**src/rtl/status_reg_reader.sv**
```systemverilog
// IPbus read-side slave for the status register set, with a freeze snapshot
// and an LSB/MSB shadow latch so the split trigger timestamp reads atomically.
//
// state    | meaning
// IDLE     | waiting for ipb_strobe; captures offset, direction and write data
// DECODE   | builds the response and applies control/pair side effects
// RESP     | ipb_ack or ipb_err high for this single cycle
// WAIT_LOW | holds off until the master drops ipb_strobe
module status_reg_reader #(
   parameter int          NREG      = 34,
   parameter logic [31:0] BASE_ADDR = 32'h0000_0000,
   parameter int          LSB_IDX   = 12,
   parameter int          MSB_IDX   = 13
) (
   input  logic                 clk,
   input  logic                 reset,
   input  logic [32*NREG-1:0]   status_flat,
   input  logic                 ipb_strobe,
   input  logic                 ipb_write,
   input  logic [31:0]          ipb_addr,
   input  logic [31:0]          ipb_wdata,
   output logic [31:0]          ipb_rdata,
   output logic                 ipb_ack,
   output logic                 ipb_err,
   output logic                 frozen
);

   localparam int            IW    = $clog2(NREG);
   localparam logic [IW-1:0] LSB_I = IW'(LSB_IDX);
   localparam logic [IW-1:0] MSB_I = IW'(MSB_IDX);

   typedef enum logic [1:0] {IDLE, DECODE, RESP, WAIT_LOW} state_t;

   state_t      state_q, state_d;
   logic [31:0] off_q, off_d;
   logic        write_q, write_d;
   logic [1:0]  wdata_q, wdata_d;
   logic [31:0] rdata_q, rdata_d;
   logic        ack_q, ack_d;
   logic        err_q, err_d;
   logic        frozen_q, frozen_d;
   logic        pair_valid_q, pair_valid_d;
   logic [31:0] shadow_q, shadow_d;
   logic [31:0] snapshot_q [NREG];
   logic [31:0] snapshot_d [NREG];

   logic [31:0] live [NREG];
   logic [IW-1:0] idx;
   logic          is_reg, is_ctrl, ok;
   logic [31:0]   src_sel, src_msb, rd;

   always_comb begin
      for (int i = 0; i < NREG; i++) live[i] = status_flat[32*i +: 32];
   end

   assign idx     = off_q[IW-1:0];
   assign is_reg  = off_q < 32'(NREG);
   assign is_ctrl = off_q == 32'(NREG);
   assign src_sel = frozen_q ? snapshot_q[idx] : live[idx];
   assign src_msb = frozen_q ? snapshot_q[MSB_IDX] : live[MSB_IDX];

   always_comb begin
      state_d      = state_q;
      off_d        = off_q;
      write_d      = write_q;
      wdata_d      = wdata_q;
      rdata_d      = rdata_q;
      ack_d        = 1'b0;
      err_d        = 1'b0;
      frozen_d     = frozen_q;
      pair_valid_d = pair_valid_q;
      shadow_d     = shadow_q;
      snapshot_d   = snapshot_q;
      ok           = 1'b0;
      rd           = 32'd0;
      case (state_q)
         IDLE: begin
            if (ipb_strobe) begin
               off_d   = ipb_addr - BASE_ADDR;
               write_d = ipb_write;
               wdata_d = ipb_wdata[1:0];
               state_d = DECODE;
            end
         end
         DECODE: begin
            if (is_reg && !write_q) begin
               ok = 1'b1;
               if (idx == MSB_I && pair_valid_q) begin
                  rd           = shadow_q;
                  pair_valid_d = 1'b0;
               end else begin
                  rd = src_sel;
               end
               if (idx == LSB_I) begin
                  shadow_d     = src_msb;
                  pair_valid_d = 1'b1;
               end
            end else if (is_ctrl) begin
               ok = 1'b1;
               if (write_q) begin
                  // Freezing an already frozen view keeps the original snapshot.
                  if (wdata_q[0]) begin
                     if (!frozen_q) begin
                        snapshot_d = live;
                        frozen_d   = 1'b1;
                     end
                  end else begin
                     frozen_d = 1'b0;
                  end
                  if (wdata_q[1]) pair_valid_d = 1'b0;
               end else begin
                  rd = {30'd0, pair_valid_q, frozen_q};
               end
            end
            ack_d   = ok;
            err_d   = !ok;
            rdata_d = ok ? rd : 32'd0;
            state_d = RESP;
         end
         RESP: begin
            state_d = WAIT_LOW;
         end
         WAIT_LOW: begin
            if (!ipb_strobe) state_d = IDLE;
         end
         default: state_d = IDLE;
      endcase
   end

   always_ff @(posedge clk) begin
      if (reset) begin
         state_q      <= IDLE;
         off_q        <= 32'd0;
         write_q      <= 1'b0;
         wdata_q      <= 2'd0;
         rdata_q      <= 32'd0;
         ack_q        <= 1'b0;
         err_q        <= 1'b0;
         frozen_q     <= 1'b0;
         pair_valid_q <= 1'b0;
         shadow_q     <= 32'd0;
         for (int i = 0; i < NREG; i++) snapshot_q[i] <= 32'd0;
      end else begin
         state_q      <= state_d;
         off_q        <= off_d;
         write_q      <= write_d;
         wdata_q      <= wdata_d;
         rdata_q      <= rdata_d;
         ack_q        <= ack_d;
         err_q        <= err_d;
         frozen_q     <= frozen_d;
         pair_valid_q <= pair_valid_d;
         shadow_q     <= shadow_d;
         snapshot_q   <= snapshot_d;
      end
   end

   assign ipb_rdata = rdata_q;
   assign ipb_ack   = ack_q;
   assign ipb_err   = err_q;
   assign frozen    = frozen_q;

endmodule

```
**config.mk**
```make
export PLATFORM = sky130hd
export DESIGN_NAME = status_reg_reader
export DESIGN_NICKNAME = d
export VERILOG_FILES = /design/src/rtl/status_reg_reader.sv
export SDC_FILE = /design/constraint.sdc
export NUM_CORES = 2
export LEC_CHECK = 0
export CORE_AREA = 2 2 465 467
export DETAILED_ROUTE_END_ITERATION = 8
export DIE_AREA = 0 0 467 469
export GPL_TIMING_DRIVEN = 0
export HOLD_SLACK_MARGIN = 0.03
export PLACE_DENSITY = 0.5
export RECOVER_POWER = 25
export SLEW_MARGIN = 15
export SYNTH_ARGS = -nofsm -noshare
export SYNTH_HDL_FRONTEND = slang
export SYNTH_SLANG_ARGS = --single-unit
export TNS_END_PERCENT = 1
```
**constraint.sdc**
```tcl
create_clock -name clk -period 7.1 [get_ports clk]
set_input_delay 0.71 -clock clk [delete_from_list [all_inputs] [get_ports clk]]
set_output_delay 0.71 -clock clk [all_outputs]
set_load 0.005 [all_outputs]
```
==> metrics.csv <==
metric,value,unit
cts_hold_buf,0,
first_pass_iters,6,
critPathMaxFanout,12,
synth-edff-count,0,
die_w,467,um
synth_fa_ha_area_frac,0.00105,
drive_gt1_frac,0.124,
cts_buffers,152,
worstSkewPairLatency,0.88,ns
drc,0,
synth_cells,6852,
drtAntennaViolNets,0,
violations,"capacitance limit, slew limit",
globalplace.congestion,1.06,
synth_mux_area_frac,0.222,
cts_tree,built,
grt_antenna_before_repair,168,
ir_drop,0.289,mV
synth_compound_area_frac,0.154,
fmax,149,MHz
powerDensity,283,mW/mm^2
p_leak,25.5,nW
nets,9340,
clockBufferDepth,3,
wire_per_inst,47.9,um
synth-seq-cells,1193,
power,0.0229,W
synth_xor_area_frac,0,
p_int,0.0136,W
final_area,0.0807,sq mm
dpl_cell_area,0.0753,sq mm
crit_required,7.86,ns
min_period_over_period,0.947,
start_util,0.280,
cts_htree_levels,4,
grt_use_total,0.474,
max_slew.worst_pin.slew,2.70,ns
p_switching,0.00927,W
syn2layout_area_growth,34.8,%
fillers,22000,
avgSynthCellArea,8.74,sq um
setup_viol,0,
cp-start-kind,register,
p_sw_frac,0.405,
vias,70600,
rsz0062_at_grt,false,
setup_tns,0,ns
seqPwrFrac,0.297,
wl,538,mm
synth_seq_area_share,0.399,
netlist_area,0.0599,sq mm
io_pins,1191,
cts_sinks,1193,
skew,0.0566,ns
coreArea,0.214,sq mm
drv_slew,76,
port_buffers,1159,
hp-class,input port to register,
first_global_vias,63600,
max_cap_viol_count,7,
cts_root_buffer,clkbuf_16,
grt_max_degree,17,
crit_path_end_kind,register,
overflow,0,
utilization,0.377,
clkPwrFrac,0.369,
synthFlopType,dfxtp_1,
status,finished with violations,
regArea,0.0239,sq mm
cts_resized,0,
period_needed,6.73,ns
path_clk_slew,0.06,ns
num_rows,170,
synth-simple-area-share,0.169,
grt_first_pass_wirelength,671,mm
synth_top_family_by_area,multiplexers,
path_class,register to register,
finalHoldViolations,0,
dp_hpwl,423,mm
yosysWarnings,0,
async_flop_share,0,
dieHeight,469,um
die_area,0.219,sq mm
initialDrtViolationCount,12400,
multiInputGateArea,0.0328,sq mm
syn_nets,8013,
via_per_inst,6.29,
post_cts_buffers,0,
arrival,7.49,ns
comb_power_share,0.334,
yosysUniqueCellTypes,66,
maxSlewHeadroom,-0.803,
-- synthesized netlist by cell type (23+ instances only) --
| cell type | n | share of area |
|---|---|---|
| a211oi_1 | 84 | 0.011 |
| a21oi_1 | 1182 | 0.099 |
| a22oi_1 | 98 | 0.012 |
| buf_2 | 163 | 0.014 |
| buf_4 | 127 | 0.016 |
| buf_6 | 23 | 0.0043 |
| clkbuf_1 | 302 | 0.019 |
| dfxtp_1 | 1193 | 0.40 |
| mux2_2 | 27 | 0.0051 |
| mux2i_1 | 365 | 0.061 |
| mux4_2 | 397 | 0.15 |
| nand2_1 | 2322 | 0.15 |
| nor2_1 | 119 | 0.0075 |
| nor2b_1 | 41 | 0.0043 |
| nor4_1 | 27 | 0.0028 |
| o211ai_1 | 44 | 0.0055 |
| o21ai_0 | 61 | 0.0051 |
| o22ai_1 | 23 | 0.0024 |
-- stage by stage --
stage	setup slack, ns	instances	hold WS [ns]
floorplan	4.78	6852	0.427
global placement	1.23	10800	0.435
detailed placement	1.96	10900	0.440
CTS	1.90	11100	0.385
global route	0.982	11200	0.429
finish	0.373	11200	0.404
-- registers in the layout (all words and copies together) (netlist names) --
signal	flops
wdata_q	2
ipb_rdata	32
off_q	32
pair_valid_q	1
frozen	1
snapshot_q	1088
write_q	1
ipb_err	1
shadow_q	32
ipb_ack	1
state_q	2
-- routing by layer --
metal	GRT usage	share of wire	wire, um	vias to the layer above
met2	0.660	0.40	214000	6793
met3	0.171	0.13	71200	1732
met5	0	0.00083	445	-
li1	-	-	-	26900
met1	0.577	0.37	197000	35200
met4	0.407	0.10	55600	64
-- critical path, stage by stage, from the launching register on --
cell and delay [ns]:
dfxtp_1 0.31, buf_4 0.19, buf_6 0.24, buf_6 0.27
clkbuf_1 1.95, buf_4 0.69, buf_4 0.58, mux2i_1 0.22
a22oi_1 0.77, nand4_1 0.70, a31o_2 0.44, o21ai_1 0.10
-- power by group through the flow --
stage	sequential, W	combinational, W	clock [W]
after floorplan	0.00692	0.00250	0
after global placement	0.00694	0.00703	0
after detailed placement	0.00694	0.00709	0
after CTS	0.00679	0.00710	0.00836
after global routing	0.00680	0.00723	0.00861
final	0.00679	0.00764	0.00844
-- cells by family after synthesis --
| kind of cell | Yosys count |
|---|---|
| AO/OA/AOI/OAI | 1630 |
| flip-flops | 1193 |
| adder cells (fa/ha/maj) | 5 |
| AND/OR/NAND/NOR | 2589 |
| buffers and inverters | 630 |
| multiplexers | 805 |
-- cells in the final DEF, fill, tap and decap left out, types with 14 or more instances in the layout --
master           instances
mux2_2                  27
nor4_1                  27
dfxtp_1               1193
mux2i_1                365
a31o_2                  15
buf_4                  127
o211ai_1                44
buf_2                  134
nor3_1                  16
a211oi_1                77
dlygate4sd3_1           35
clkbuf_1               349
a22oi_1                 98
bufinv_16               14
nor2_1                 118
o21ai_0                 55
buf_6                   23
mux4_2                 397
clkinv_2                34
clkdlybuf4s50_1       1124
o21ai_1                 20
nor2b_1                 41
diode_2                 96
clkbuf_8                28
clkbuf_16              152
nand2_1               2322
a21oi_1               1182
mux4_1                  16
clkbuf_2                23
o22ai_1                 22
-- cell type report --
class / count / share of cell area
Clock buffer: 208 / 0.0532
Inverter: 5 / 0.000233
Timing Repair Buffer: 1173 / 0.146
Sequential cell: 1193 / 0.296
Antenna cell: 96 / 0.00298
Clock inverter: 66 / 0.0112
Tap cell: 2838 / 0.0440
Multi-Input combinational cell: 5029 / 0.407
Buffer: 625 / 0.0398
-- worst paths after layout --
kind	start	endpoint	slack [ns]	depth (start not counted)
worst max-delay path	off_q[1]	ipb_rdata[11]	0.37	11
worst min-delay path	ipb_addr[19]	off_q[19]	0.40	3
worst max register to register	off_q[1]	ipb_rdata[11]	0.37	11
worst min register to register	snapshot_q[135]	snapshot_q[135]	0.45	2
(Power assumes the default switching activity.)
